===== config.mk =====
export PLATFORM = sky130hd
export DESIGN_NAME = cpu_sequencer
export DESIGN_NICKNAME = d
export VERILOG_FILES = /design/src/rtl/cpu_sequencer.sv
export SDC_FILE = /design/constraint.sdc
export NUM_CORES = 1
export LEC_CHECK = 0
export CORE_MARGIN = 10
export CORE_UTILIZATION = 30
export DETAILED_ROUTE_END_ITERATION = 7
export DONT_BUFFER_PORTS = 1
export PLACE_DENSITY = 0.51
export SLEW_MARGIN = 20
export SYNTH_ARGS = -nofsm -noshare
export SYNTH_HDL_FRONTEND = slang
export SYNTH_SLANG_ARGS = --single-unit

===== constraint.sdc =====
create_clock -name clk -period 2 [get_ports clk]
set_clock_uncertainty 0.1 [all_clocks]
set_input_delay 0.1 -clock clk [delete_from_list [all_inputs] [get_ports clk]]
set_output_delay 0.1 -clock clk [all_outputs]
set_load 0.03 [all_outputs]

===== src/rtl/cpu_sequencer.sv =====
// cpu_sequencer: multi-cycle fetch/decode/execute control FSM for the accumulator CPU.
// Owns PC and IR; memories use a req/ready handshake so wait states are tolerated.
module cpu_sequencer #(
    parameter int          N        = 16,
    parameter logic [N-1:0] RESET_PC = '0
) (
    input  logic         clk,
    input  logic         rst_n,
    input  logic         start,
    output logic         imem_req,
    output logic [N-1:0] imem_addr,
    input  logic [N-1:0] imem_rdata,
    input  logic         imem_ready,
    output logic         dmem_req,
    output logic         dmem_we,
    output logic [N-1:0] dmem_addr,
    input  logic         dmem_ready,
    input  logic [N-1:0] off_in,
    input  logic         acc_zero,
    output logic [3:0]   alu_op,
    output logic [1:0]   wb_sel,
    output logic         reg_we,
    output logic [1:0]   reg_dst,
    output logic [1:0]   reg_src,
    output logic [N-1:0] imm_out,
    output logic [N-1:0] pc,
    output logic         halted
);
    typedef enum logic [2:0] {IDLE, FETCH, DECODE, EXEC, MEM, HALT} state_t;
    localparam logic [N-1:0] ONE = 1;
    state_t         state_q, state_d;
    logic [N-1:0]   pc_q, pc_d, ir_q, ir_d;
    logic [3:0]     op;
    logic [N-1:0]   imm_ext;
    assign op        = ir_q[N-1:N-4];
    assign imm_ext   = {4'b0, ir_q[N-5:0]};
    assign imm_out   = imm_ext;
    assign imem_addr = pc_q;
    assign dmem_addr = imm_ext + off_in;
    assign pc        = pc_q;
    assign halted    = (state_q == HALT);
    always_ff @(posedge clk or negedge rst_n) begin
        if (!rst_n) begin
            state_q <= IDLE;
            pc_q    <= RESET_PC;
            ir_q    <= '0;
        end else begin
            state_q <= state_d;
            pc_q    <= pc_d;
            ir_q    <= ir_d;
        end
    end
    always_comb begin
        state_d  = state_q;
        pc_d     = pc_q;
        ir_d     = ir_q;
        imem_req = 1'b0;
        dmem_req = 1'b0;
        dmem_we  = 1'b0;
        reg_we   = 1'b0;
        reg_dst  = 2'd0;
        reg_src  = 2'd0;
        wb_sel   = 2'd0;
        alu_op   = 4'd0;
        case (state_q)
            IDLE, HALT: state_d = start ? FETCH : state_q;
            FETCH: begin
                imem_req = 1'b1;
                if (imem_ready) begin
                    ir_d    = imem_rdata;
                    state_d = DECODE;
                end
            end
            DECODE: state_d = (op == 4'd10 || op == 4'd11) ? MEM : (op == 4'd15) ? HALT : EXEC;
            EXEC: begin
                state_d = FETCH;
                pc_d    = (op == 4'd12 || (op == 4'd1 && acc_zero)) ? imm_ext : pc_q + ONE;
                if (op >= 4'd4 && op <= 4'd9) begin
                    reg_we = 1'b1;
                    alu_op = op;
                end else if (op == 4'd2) begin
                    reg_we = 1'b1;
                    wb_sel = 2'd1;
                end else if (op == 4'd3) begin
                    // destination 3 is not a register: MOVE to it is a no-op
                    reg_we  = (ir_q[3:2] != 2'd3);
                    reg_dst = ir_q[3:2];
                    reg_src = ir_q[1:0];
                    wb_sel  = 2'd2;
                end
            end
            MEM: begin
                dmem_req = 1'b1;
                dmem_we  = (op == 4'd11);
                if (dmem_ready) begin
                    state_d = FETCH;
                    pc_d    = pc_q + ONE;
                    reg_we  = (op == 4'd10);
                    wb_sel  = (op == 4'd10) ? 2'd3 : 2'd0;
                end
            end
            default: state_d = IDLE;
        endcase
    end
endmodule


* Word-level counts from Yosys, hierarchy flattened *
Cells that the tools add are included.

word-level totals
  register bits after elaboration = 35
  input bits = 38
  output and inout bits = 79
  word-level logic and storage cells = 66

cells by class
  $add $sub $neg = 2
  magnitude comparators = 2
  equal/unequal tests = 16
  mux-type cells = 33
  reductions and logical operators = 10

operator list
  kind                                                                number
  two-way mux 16 bit                                                  2
  one-hot mux 16 bit (2 select lines)                                 1
  two-way mux 2 bit                                                   13
  adder 12 x 16 -> 16 bit                                             1
  adder 16 x 1 -> 16 bit (second input constant)                      1
  == test 4 bit (second input constant)                               4
  two-way mux 3 bit                                                   5
  one-hot mux 3 bit (5 select lines)                                  1
  == test 4 x 2 -> 1 bit (second input constant)                      2
  two-way mux 4 bit                                                   2
  != test 2 bit (second input constant)                               4
  two-way mux 1 bit                                                   7
  == test 3 x 2 -> 1 bit (second input constant)                      2
  == test 3 bit (second input constant)                               2
  == test 4 x 1 -> 1 bit (second input constant)                      1
  greater-or-equal comparator 4 x 3 -> 1 bit (second input constant)  1
  <= comparator 4 bit (second input constant)                         1
  one-hot mux 2 bit (2 select lines)                                  1
  AND reduction 2 bit                                                 2
  == test 3 x 1 -> 1 bit (second input constant)                      1
  logical NOT 3 bit                                                   1
  AND reduction 3 bit                                                 1
  logical AND 1 bit                                                   2
  logical OR 1 bit                                                    2
  other kinds (3)                                                     3

* Logic depth before layout (Yosys ltp) *
Gate-level depths: netlist (run 1).

  word-level depth = 5
  depth in mapped cells = 8
  gate-level depth less buffers = 7

* Worst setup path before layout (run 1) *
Ideal clock, no wire load.

  path kind = flip-flop to output port
  start point = reg state_q[1]
  end point = out reg_we
  arrival = 2.279 ns
  data required time = 1.800 ns
  setup slack = -0.479 ns
  stages on the path, launching flop included = 7
  buffers on the path = 1
  cells stage by stage = dfrtp_1 > buf_2 > nor3b_4 > nand3_1 > nor2b_1 > nor3_1 > a21o_1

on the way
  longest elaborated chain between the ends = 2
  elaborated cells between the ends (all ways) = 3
  those cells by class = 2 x eq/ne; 1 x mux

RTL lines
  what                                                            line  source
  start, declared                                                 31    state_t state_q, state_d;
  start signal, assigned                                          48    state_q <= state_d;
  == test 3 bit / == test 3 x 2 -> 1 bit (equally long branches)  65    case (state_q)
  one-hot mux 1 bit (2 select lines) *                            65
  end, declared                                                   22    output logic reg_we,

Every way passes the cells marked *; elsewhere a longest branch is shown, timed or not.

* Worst setup path in the final report (run 1) *
  start point = reg ir_q[0]
  end point = out dmem_addr[14]

on the way
  longest elaborated chain between the ends = 1

RTL lines
  what                     line  source
  start, declared          32    logic [N-1:0] pc_q, pc_d, ir_q, ir_d;
  start signal, assigned   50    ir_q <= ir_d;
  adder 12 x 16 -> 16 bit  39    assign dmem_addr = imm_ext + off_in;
  end, declared            16    output logic [N-1:0] dmem_addr,

No other way between the ends.

==> summary.md, run 1 <==
| Metric | Value |
|---|---|
| Outcome | `finished with violations` |
| Violated checks | `negative setup slack` |
| Register clock-pin slew on the reported worst setup and hold paths | `0.08 ns` |
| Cell-by-cell listing of the critical path | `ha_2, fa_2, a21o_1, a31o_4, a21boi_4, o31ai_2, xor2_2, buf_6` |
| Sequential Power Share | `16.7%` |
| Maximum number of pins on one net before global-route repair | `36` |
| Routed met1 length | `3.80 mm` |
| CP Max Fanout | `3` |
| Post-DRT Antenna Nets | `0` |
| Detailed Route WL | `8.98 mm` |
| Number of enable flip-flop cells after synthesis | `0` |
| Switching share of total power | `53.5%` |
| Number of global-route vias before repair | `2641` |
| Number of antenna violations at the first check in global routing | `0` |
| Metal2 WL | `4.36 mm` |
| Wire length on met3 | `726 µm` |
| Terminus of the critical flop-to-flop path | `imem_addr[3]` |
| Slack of the worst reg-to-reg path | `0.14 ns` |
| Yosys synthesis warning count | `0` |
| Die Footprint | `0.0137 mm²` |
| Fillers | `914` |
| I/O pin count | `117` |
| Critical path class | `reg -> out` |
| Smallest setup slack after layout | `-0.429 ns` |
| Switching power | `4.22 mW` |
| Total stage count of the critical path | `8` |
| Buffer depth of the longest clock path | `2` |
| CP required | `1.80 ns` |
| Sum of internal, switching and leakage power | `7.89 mW` |
| H-tree depth | `2` |
| Launching element type of the critical path | `flop` |
| Antenna diodes | `0` |
| Worst-case headroom to the max-slew limit | `58.9%` |
| Cell count after placement | `483` |
| Routed length per instance | `17.4 µm` |
| Global-route wire length before repair | `13.9 mm` |
| Number of buffers inserted by port buffering | `0` |
| Final number of max-transition violations | `0` |
| CTS Sinks | `35` |
| Syn_area_per_cell | `8.83 µm²` |
| Placement row count | `35` |
| GRT Resource Usage Total | `12.8%` |
| Synth Instances | `321` |
| Half-perimeter wire length after detailed placement | `6.85 mm` |
| Max stage delay on crit path | `0.39 ns` |
| Startpoint of the most critical register-to-register path | `state_q[1]` |
| Critical path capture point type | `output pin` |
| TritonCTS buffer count | `5` |
| Uppermost routed layer | `met4` |
| Filler-free cell count of the finished design | `516` |
| Share of power burned in the clock network | `6.5%` |
| Measured slew at the worst slew-check pin | `0.617 ns` |
| Cell area after layout | `0.00392 mm²` |
| Combinational cell fraction of total power | `76.8%` |
| DRC | `0` |
| Drt first pass iters | `4` |
| Number of different library cells in the post-synthesis netlist | `51` |
| Setup repair after global routing missed its margin | `true` |
| Share of synthesized flip-flops with an asynchronous set or reset | `100%` |
| IR Drop Worst-Case VDD | `0.00117 V` |
| End of the critical path | `dmem_addr[14]` |
| Core Box Area | `0.00924 mm²` |
| Final hold violations | `0` |
| Post-synth top flop | `sky130_fd_sc_hd__dfrtp_1` |
| Power per cell area | `2010 mW/mm²` |
| Timing startpoint of the critical path | `ir_q[0]` |
| Post-DR vias/cell | `5.01` |
| Master of the slowest instance on the critical path | `sky130_fd_sc_hd__dfrtp_1` |
| Max-cap check violation count | `0` |
| Part of the cycle the worst path needs | `121%` |
| Layout cells sized above 1 | `39.3%` |
| Area grow syn2layout | `38.4%` |
| Data arrival time at the worst-slack endpoint | `2.23 ns` |
| Vias after detailed routing | `2585` |
| Placer's final routability congestion estimate | `0.835` |
| Post-place setup slack | `-0.222 ns` |
| P_leak | `1.72 nW` |
| Netlist Area Pre-Place | `0.00283 mm²` |
| Total Nets Final | `438` |
| End-of-flow core utilization | `42.5%` |
| Int Power | `3.67 mW` |
| Seq/Total Area, Yosys | `30.9%` |
| Clock period minus worst slack | `2.43 ns` |
| Worst-case reg-to-reg path depth | `7` |
| Instance area at placement | `0.00337 mm²` |
| Aggregate global routing overflow | `0` |
| Horiz. Die Dim | `117 µm` |
| Crit-path leading delay family | `compound AO/OA/AOI/OAI gates` |
| Height of the die | `117 µm` |
| Initial drt markers | `80` |
| Number of register bits inferred by synthesis | `35` |
| Worst Hold Class | `in -> reg` |
| Number of buffers and inverters on the critical path | `1` |
| Clock tree from TritonCTS | `built` |
| Clock root cell | `sky130_fd_sc_hd__clkbuf_8` |
| Starting utilization of the core area | `30.7%` |
| Count of endpoints failing setup in the final report | `11` |
| Clock latency on the worst-skew pair | `0.28 ns` |
| Maximum achievable frequency | `412 MHz` |
[how the worst min path moves through the flow]
| stage | startpoint | depth (start not counted) | slack [ns] | end |
|---|---|---|---|---|
| final | dmem_ready | 3 | 0.04 | imem_addr[15] |
| after CTS | dmem_ready | 3 | 0.09 | imem_addr[8] |
| after detailed placement | rst_n | 0 | -0.29 | state_q[1] |
| after floorplan | rst_n | 0 | -0.30 | imem_addr[0] |
| after global routing | dmem_ready | 3 | 0.08 | imem_addr[15] |
| after global placement | rst_n | 0 | -0.29 | state_q[1] |
[state kept, by name (all words and copies together), names as in the netlist]
signal and count:
state_q 3, ir_q 16, imem_addr 16
[cell usage after synthesis, drive strengths merged, types with 4 or more instances]
library cell  instances  area share (%)
buf                  45              12
dfrtp                35              31
nor2                 29             3.8
a21oi                22             3.9
nand2                20             2.6
o21ai                19             3.4
nand3                17             3.0
mux2                 15             6.0
ha                   13             5.7
a31oi                10             2.2
xnor2                 7             2.2
xor2                  7             2.2
a21o                  6             1.6
and2                  5             1.1
and3                  5             1.1
mux2i                 5             1.8
nand4                 5             1.1
nor3                  5             1.1
inv                   4            0.53
nand3b                4             1.1
nor2b                 4            0.88
[stage by stage]
stage          hold WS (ns)  TNS [ns]
3_5_place_dp         -0.294    -0.965
4_1_cts              0.0863     -3.61
2_1_floorplan        -0.296    -0.775
6_report             0.0354     -3.30
3_3_place_gp         -0.294    -0.710
5_1_grt              0.0780     -4.73
[cells by family (layout without fill, tap and decap cells)]
family / after synthesis / count (layout) / synth area share [%]
flops: 35 / 35 / 30.9
other cells: 1 / 4 / 0.132
simple gates: 102 / 102 / 19.1
xor+xnor: 14 / 14 / 4.33
buf+inv: 51 / 114 / 12.6
mux: 20 / 20 / 7.73
compound gates: 84 / 84 / 18.8
fa+ha+maj: 14 / 14 / 6.45
[power groups by stage]
| stage | registers (mW) | clock network (mW) | logic [mW] |
|---|---|---|---|
| 4_1_cts | 1.31 | 0.535 | 5.77 |
| 2_1_floorplan | 1.56 | 0 | 3.84 |
| 3_3_place_gp | 1.30 | 0 | 5.55 |
| 5_1_grt | 1.37 | 0.568 | 6.55 |
| 6_report | 1.32 | 0.514 | 6.06 |
| 3_5_place_dp | 1.31 | 0 | 5.56 |
[final cells by class]
class,instances,area (µm²),area share (%)
clock buffers,5,68.8,1.75
clock inverters,3,15.0,0.383
inverters,4,15.0,0.383
multi-input cells,238,1890,48.2
flip-flops and latches,35,877,22.4
well taps,129,161,4.11
repair buffers,102,896,22.8
[what timing repair did]
| item | 4_1_cts | 5_1_grt |
|---|---|---|
| endpoints found under the setup margin | 19 | 30 |
| resized for setup | 22 | 34 |
| gates cloned | 0 | 0 |
| endpoints found under the hold margin | 51 | 0 |
| buffers inserted | 1 | 6 |
| hold buffers | 18 | 0 |
| pin swaps | 13 | 13 |
[routing by layer]
layer / track usage [%] / up-vias
met5: 0 / -
met4: 3.54 / 0
met3: 4.28 / 4
met2: 21.3 / 69
met1: 15.5 / 1263
li1: - / 1249
[worst register-to-register path, stage by stage, from the launching register on]
cell and delay, ns:
sky130_fd_sc_hd__dfrtp_1 0.43, sky130_fd_sc_hd__nor3b_4 0.28, sky130_fd_sc_hd__buf_4 0.17, sky130_fd_sc_hd__a211oi_1 0.04
sky130_fd_sc_hd__buf_4 0.20, sky130_fd_sc_hd__or3b_1 0.37, sky130_fd_sc_hd__o21ai_0 0.08, sky130_fd_sc_hd__a21oi_1 0.08
[placed cells by master (no fill, tap or decap), drive strengths merged, types with 2 or more instances in the layout]
| master | netlist | final |
|---|---|---|
| dlygate4sd3 | 0 | 17 |
| nand3b | 4 | 4 |
| ha | 13 | 13 |
| a31oi | 10 | 10 |
| a21o | 6 | 6 |
| nor3 | 5 | 5 |
| nor2b | 4 | 4 |
| o31ai | 3 | 3 |
| nand3 | 17 | 17 |
| buf | 45 | 85 |
| a211oi | 3 | 3 |
| and4 | 2 | 2 |
| conb | 1 | 4 |
| and2 | 5 | 5 |
| nor3b | 2 | 2 |
| xnor2 | 7 | 7 |
| and3 | 5 | 5 |
| nand4 | 5 | 5 |
| o21a | 2 | 2 |
| xor2 | 7 | 7 |
| a21oi | 22 | 22 |
| clkbuf | 2 | 5 |
| mux2 | 15 | 15 |
| o21bai | 2 | 2 |
| o21ai | 19 | 19 |
| nand2 | 20 | 20 |
| a211o | 2 | 2 |
| mux2i | 5 | 5 |
| o211ai | 3 | 3 |
| a21boi | 2 | 2 |
| dfrtp | 35 | 35 |
| inv | 4 | 4 |
| nor2 | 29 | 29 |
| o22a | 3 | 3 |
| clkinv | 0 | 3 |
No activity file was read; power rests on OpenSTA's default activity.
==> inputs of run 2 (changes only) <==
Settings changed: PLACE_DENSITY 0.51 to unset, PLACE_DENSITY_LB_ADDON set to 0.3.
==> run 2 against run 1 <==
  * The flow still finishes with violations (negative setup slack)
  * Combinational power about the same
  * Via count decreased by 2.2%
  * Flip-flop and latch count unchanged
  * Routed wire length decreased by 0.79%
  * Core utilization increased by 0.64 points
  * Clock power increased by 33%
  * Count of clock-buffer cells in the layout increased by 1
  * Maximum frequency decreased by 1.4%
  * Hold slack improved by 0.021 ns
  * Sequential share of layout area decreased by 0.33 points
  * Critical path type unchanged
  * Largest cell class unchanged
  * Largest power group unchanged
==> summary.md, run 2 (synthesized netlist as in run 1, its figures left out) <==
| Metric | Value |
|---|---|
| Layout cells sized above 1 | `39.5% (+0.26 points)` |
| Area grow syn2layout | `40.5%` |
| I/O pin count | `117 (unchanged)` |
| Clock period minus worst slack | `2.46 ns (+0.0335 ns)` |
| GRT Resource Usage Total | `12.8% (-0.065 points)` |
| Setup repair after global routing missed its margin | `true` |
| Slack of the worst reg-to-reg path | `0.14 ns (about the same)` |
| Power per cell area | `2020 mW/mm² (+0.65%)` |
| TritonCTS buffer count | `5 (unchanged)` |
| Max-cap check violation count | `0 (unchanged)` |
| DRC | `0 (unchanged)` |
| Number of antenna violations at the first check in global routing | `0 (unchanged)` |
| Most common cell after layout, fill and taps aside | `sky130_fd_sc_hd__buf_4` |
| IR Drop Worst-Case VDD | `0.00121 V (+3.2%)` |
| Detailed Route WL | `8.91 mm (-0.79%)` |
| Worst-case headroom to the max-slew limit | `57.6% (-1.3 points)` |
| Register clock-pin slew on the reported worst setup and hold paths | `0.08 ns (about the same)` |
| Cell count after placement | `481 (-0.41%)` |
| Buffer depth of the longest clock path | `2 (unchanged)` |
| Antenna diodes | `0 (unchanged)` |
| Die Footprint | `0.0137 mm² (unchanged)` |
| Number of buffers inserted by port buffering | `0 (unchanged)` |
| Violated checks | `negative setup slack` |
| Maximum number of pins on one net before global-route repair | `36 (unchanged)` |
| Half-perimeter wire length after detailed placement | `6.73 mm (-1.7%)` |
| CTS Sinks | `35 (unchanged)` |
| Core Box Area | `0.00924 mm² (unchanged)` |
| Clock latency on the worst-skew pair | `0.29 ns (about the same)` |
| Placement row count | `35 (unchanged)` |
| Final hold violations | `0 (unchanged)` |
| H-tree depth | `2 (unchanged)` |
| Critical path class | `reg -> out` |
| Measured slew at the worst slew-check pin | `0.636 ns (+0.0188 ns)` |
| Source of the worst hold timing path | `dmem_ready` |
| Post-DRT Antenna Nets | `0 (unchanged)` |
| Timing startpoint of the critical path | `ir_q[0]` |
| Critical path capture point type | `output pin` |
| Startpoint of the most critical register-to-register path | `state_q[0]` |
| Maximum achievable frequency | `406 MHz (-1.4%)` |
| Filler-free cell count of the finished design | `516 (unchanged)` |
| Total Nets Final | `438 (unchanged)` |
| Clock tree from TritonCTS | `built` |
| Placer's final routability congestion estimate | `0.814 (-2.5%)` |
| Sum of internal, switching and leakage power | `8.06 mW (+2.2%)` |
| Count of endpoints failing setup in the final report | `11 (unchanged)` |
| Clock root cell | `sky130_fd_sc_hd__clkbuf_8` |
| Number of global-route vias before repair | `2638 (-0.11%)` |
| Final number of max-transition violations | `0 (unchanged)` |
| Fillers | `907 (-0.77%)` |
| Smallest setup slack after layout | `-0.463 ns (-0.0335 ns)` |
| Post-DR vias/cell | `4.90 (-2.2%)` |
| Data arrival time at the worst-slack endpoint | `2.26 ns (+0.03 ns)` |
| Initial drt markers | `64 (-20%)` |
| Global-route wire length before repair | `13.8 mm (-0.60%)` |
| P_leak | `1.73 nW (+0.82%)` |
| Part of the cycle the worst path needs | `123% (+1.7 points)` |
| Height of the die | `117 µm (unchanged)` |
| Starting utilization of the core area | `30.7% (unchanged)` |
| Aggregate global routing overflow | `0 (unchanged)` |
| Outcome | `finished with violations` |
| Horiz. Die Dim | `117 µm (unchanged)` |
| Launching element type of the critical path | `flop` |
| Routed length per instance | `17.3 µm (-0.79%)` |
| Drt first pass iters | `4 (unchanged)` |
| Most frequent cells in the layout | `sky130_fd_sc_hd__buf_4 (70), sky130_fd_sc_hd__dfrtp_1 (34), sky130_fd_sc_hd__nor2_1 (27)` |
| CP Max Fanout | `3 (unchanged)` |
| CP required | `1.80 ns (about the same)` |
| End-of-flow core utilization | `43.1% (+0.64 points)` |
| Total area of multi-input combinational cells | `0.00191 mm² (+1.1%)` |
| Vias after detailed routing | `2529 (-2.2%)` |
| Worst Hold Class | `in -> reg` |
| FF+latch area | `877 µm² (unchanged)` |
run 2: changes by cell type in the layout (fill, tap and decap cells not counted), sizes merged:
| cell | delta |
|---|---|
| clkbuf | +1 |
| bufinv | +1 |
| clkinv | -2 |
run 2: area by class of cell:
class | instances | area share (%)
Timing Repair Buffer | 102 | 22.6
Sequential cell | 35 | 22.0
Inverter | 4 | 0.377
Clock inverter | 2 | 0.880
Tap cell | 129 | 4.05
Multi-Input combinational cell | 238 | 48.0
Clock buffer | 6 | 2.07
run 2: final timing paths:
kind	end	depth (start not counted)
max	dmem_addr[12]	8
min	imem_addr[15]	3
max reg2reg	ir_q[6]	6
min reg2reg	imem_addr[15]	2
max in group asynchronous	state_q[0]	2
min in group asynchronous	ir_q[14]	2
run 2: critical path, stage by stage, from the launching register on:
cell	delay, ns
sky130_fd_sc_hd__dfrtp_1	0.39
sky130_fd_sc_hd__ha_2	0.18
sky130_fd_sc_hd__fa_2	0.34
sky130_fd_sc_hd__a21o_1	0.18
sky130_fd_sc_hd__a31o_4	0.27
sky130_fd_sc_hd__a21boi_4	0.20
sky130_fd_sc_hd__o21bai_2	0.12
sky130_fd_sc_hd__xor2_2	0.15
sky130_fd_sc_hd__buf_6	0.15
run 2: power breakdown:
part           leakage (nW)  internal [mW]  switching, mW
Sequential            0.417           1.03          0.286
Combinational          1.26           2.41           3.65
Clock                0.0612          0.404          0.280
run 2: repair_timing:
action,in CTS,in global routing
endpoints found under the setup margin,22,20
hold buffers,18,0
buffers inserted,3,6
hold endpoints to repair,51,0
resized for setup,35,21
pin swaps,18,13
run 2: through the flow:
stage          setup TNS [ns]  hold slack, ns  instance area (µm²)  worst slack, ns
2_1_floorplan          -0.775          -0.296                 2940           -0.213
3_3_place_gp           -0.721          -0.294                 3360           -0.196
3_5_place_dp           -0.836          -0.294                 3360           -0.234
4_1_cts                 -3.57          0.0937                 3850           -0.484
5_1_grt                 -5.27          0.0826                 3980           -0.571
6_report                -3.59          0.0565                 3980           -0.463
run 2: metal layers:
| metal | up-vias | GRT usage, % | wire [µm] |
|---|---|---|---|
| li1 | 1251 | - | - |
| met1 | 1208 | 14.1 | 3600 |
| met5 | - | 0 | 0 |
| met4 | 0 | 3.79 | 85 |
| met2 | 63 | 22.6 | 4540 |
| met3 | 7 | 4.38 | 682 |
==> inputs of run 3 (changes only) <==
Settings changed: CORE_MARGIN 10 to 2.
==> run 3 against run 2 <==
  * The run still ends with negative setup slack left
  * First-iteration DRC count down 1.6%
  * Combinational power about the same
  * Die area fell by 25%
  * Clock power fell by 22%
  * Sequential share of layout area rose by 0.22 points
  * Final cell count decreased by 4.8%
  * Maximum frequency grew 1.4%
  * Core utilization is 0.23 points lower
  * Hold slack gained 0.0038 ns
  * Count of clock-buffer cells in the layout is the same
  * Design area decreased by 1.0%
  * Largest cell class unchanged
==> summary.md, run 3 (synthesized netlist as in run 1, its figures left out) <==
| Metric | Value |
|---|---|
| Clock tree from TritonCTS | `built` |
| Antenna diodes | `0 (unchanged)` |
| Fillers | `886 (-2.3%)` |
| Most frequent cells in the layout | `sky130_fd_sc_hd__buf_4 (64), sky130_fd_sc_hd__dfrtp_1 (34), sky130_fd_sc_hd__nor2_1 (27)` |
| Launching element type of the critical path | `flop` |
| Violated checks | `negative setup slack` |
| Routed length per instance | `16.6 µm (-3.7%)` |
| Layout cells sized above 1 | `38.4% (-1.1 points)` |
| FF+latch area | `877 µm² (unchanged)` |
| Starting utilization of the core area | `30.8% (+0.15 points)` |
| Drt first pass iters | `4 (unchanged)` |
| TritonCTS buffer count | `5 (unchanged)` |
| Core Box Area | `0.00920 mm² (-0.47%)` |
| Horiz. Die Dim | `101 µm (-14%)` |
| Critical path class | `reg -> out` |
| Crit-path leading delay family | `compound AO/OA/AOI/OAI gates` |
| Count of endpoints failing setup in the final report | `11 (unchanged)` |
| Maximum number of pins on one net before global-route repair | `36 (unchanged)` |
| Part of the cycle the worst path needs | `121% (-1.7 points)` |
| Master of the slowest instance on the critical path | `sky130_fd_sc_hd__dfrtp_1` |
| Total area of multi-input combinational cells | `0.00197 mm² (+3.0%)` |
| CTS Sinks | `35 (unchanged)` |
| Number of global-route vias before repair | `2566 (-2.7%)` |
| GRT Resource Usage Total | `16.0% (+3.3 points)` |
| Clock root cell | `sky130_fd_sc_hd__clkbuf_8` |
| P_leak | `1.69 nW (-2.7%)` |
| Worst Hold Class | `in -> reg` |
| DRC | `0 (unchanged)` |
| Most common cell after layout, fill and taps aside | `sky130_fd_sc_hd__buf_4` |
| I/O pin count | `117 (unchanged)` |
| Placer's final routability congestion estimate | `0.869 (+6.8%)` |
| End-of-flow core utilization | `42.9% (-0.23 points)` |
| Timing startpoint of the critical path | `ir_q[0]` |
| Worst-case headroom to the max-slew limit | `58.4% (+0.81 points)` |
| CP Max Fanout | `3 (unchanged)` |
| Source of the worst hold timing path | `dmem_ready` |
| Half-perimeter wire length after detailed placement | `6.05 mm (-10%)` |
| Setup repair after global routing missed its margin | `true` |
| Total Nets Final | `432 (-1.4%)` |
| Post-place setup slack | `-0.239 ns (-0.00453 ns)` |
| Cell-by-cell listing of the critical path | `ha_2, fa_2, a21o_1, a31o_4, a21boi_4, o21bai_1, xor2_2, buf_6` |
| Buffer depth of the longest clock path | `2 (unchanged)` |
| Aggregate global routing overflow | `0 (unchanged)` |
| Outcome | `finished with violations` |
| Maximum achievable frequency | `412 MHz (+1.4%)` |
| H-tree depth | `2 (unchanged)` |
| Clock period minus worst slack | `2.43 ns (-0.0345 ns)` |
| Cell count after placement | `460 (-4.4%)` |
| Initial drt markers | `63 (-1.6%)` |
| Critical path capture point type | `output pin` |
| Power per cell area | `2010 mW/mm² (-0.58%)` |
| Height of the die | `101 µm (-14%)` |
| Area grow syn2layout | `39.1%` |
| Number of buffers inserted by port buffering | `0 (unchanged)` |
| Placement row count | `35 (unchanged)` |
| Vias after detailed routing | `2562 (+1.3%)` |
| Clock latency on the worst-skew pair | `0.28 ns (about the same)` |
| Startpoint of the most critical register-to-register path | `state_q[0]` |
| Final hold violations | `0 (unchanged)` |
| Data arrival time at the worst-slack endpoint | `2.23 ns (-0.03 ns)` |
| Smallest setup slack after layout | `-0.428 ns (+0.0345 ns)` |
| Number of buffers and inverters on the critical path | `1 (unchanged)` |
| Register clock-pin slew on the reported worst setup and hold paths | `0.08 ns (about the same)` |
| Filler-free cell count of the finished design | `491 (-4.8%)` |
| Max-cap check violation count | `0 (unchanged)` |
| Measured slew at the worst slew-check pin | `0.624 ns (-0.0122 ns)` |
| Number of antenna violations at the first check in global routing | `0 (unchanged)` |
| Max stage delay on crit path | `0.39 ns (about the same)` |
| Die Footprint | `0.0102 mm² (-25%)` |
| Post-DR vias/cell | `5.22 (+6.5%)` |
| IR Drop Worst-Case VDD | `0.000865 V (-28%)` |
| Post-DRT Antenna Nets | `0 (unchanged)` |
| Global-route wire length before repair | `13.0 mm (-5.9%)` |
| CP required | `1.80 ns (about the same)` |
| Final number of max-transition violations | `0 (unchanged)` |
| Detailed Route WL | `8.17 mm (-8.4%)` |
## run 3: cell count changes in the layout (fill, tap and decap cells not counted), moves of 2 or more
cell,before,now
sky130_fd_sc_hd__buf_4,70,64
sky130_fd_sc_hd__ha_4,3,7
sky130_fd_sc_hd__a21oi_2,7,4
sky130_fd_sc_hd__a21oi_4,0,3
sky130_fd_sc_hd__ha_1,7,4
sky130_fd_sc_hd__o21ai_0,19,17
sky130_fd_sc_hd__o21ai_1,0,2
## run 3: repair_timing
action | 4_1_cts | 5_1_grt
hold buffers | 18 | 0
buffers inserted | 2 | 4
endpoints found under the hold margin | 51 | 0
setup endpoints to repair | 22 | 20
resized for setup | 13 | 51
pin swaps | 7 | 19
## run 3: final cells by class
cell class | instances | share of cell area (%)
inverters | 4 | 0.381
multi-input cells | 238 | 49.9
repair buffers | 96 | 21.7
well taps | 111 | 3.52
flip-flops and latches | 35 | 22.3
clock inverters | 1 | 0.127
clock buffers | 6 | 2.10
## run 3: tightest hold or removal path, delay by kind of cell
kind | cells | cell delay [ns]
and+or+nand+nor | 1 | 0.09
AOI/OAI and AO/OA | 2 | 0.21
## run 3: through the flow
step	power, mW	hold WS [ns]	cell area [µm²]	setup TNS (ns)
floorplan	5.40	-0.296	2940	-0.775
global placement	6.71	-0.295	3310	-0.760
detailed placement	6.74	-0.295	3310	-1.17
CTS	7.49	0.0633	3660	-3.57
global route	8.49	0.0911	3940	-4.33
finish	7.93	0.0603	3940	-2.85
## run 3: final timing paths
kind	cells past startpoint	slack (ns)	to
max	8	-0.43	dmem_addr[12]
min	3	0.06	imem_addr[15]
max reg2reg	7	0.16	imem_addr[3]
min reg2reg	2	0.46	imem_addr[15]
max in group asynchronous	2	1.39	ir_q[9]
min in group asynchronous	2	0.21	ir_q[12]
## run 3: power breakdown
part	internal [mW]	switching, mW
logic	2.43	3.63
registers	1.03	0.313
clock network	0.271	0.264
total	3.73	4.21
## run 3: metal layers
layer	GRT usage, %	wire length (µm)
met4	6.24	155
met1	20.4	3440
met2	26.9	4090
met3	3.24	479
met5	0	0
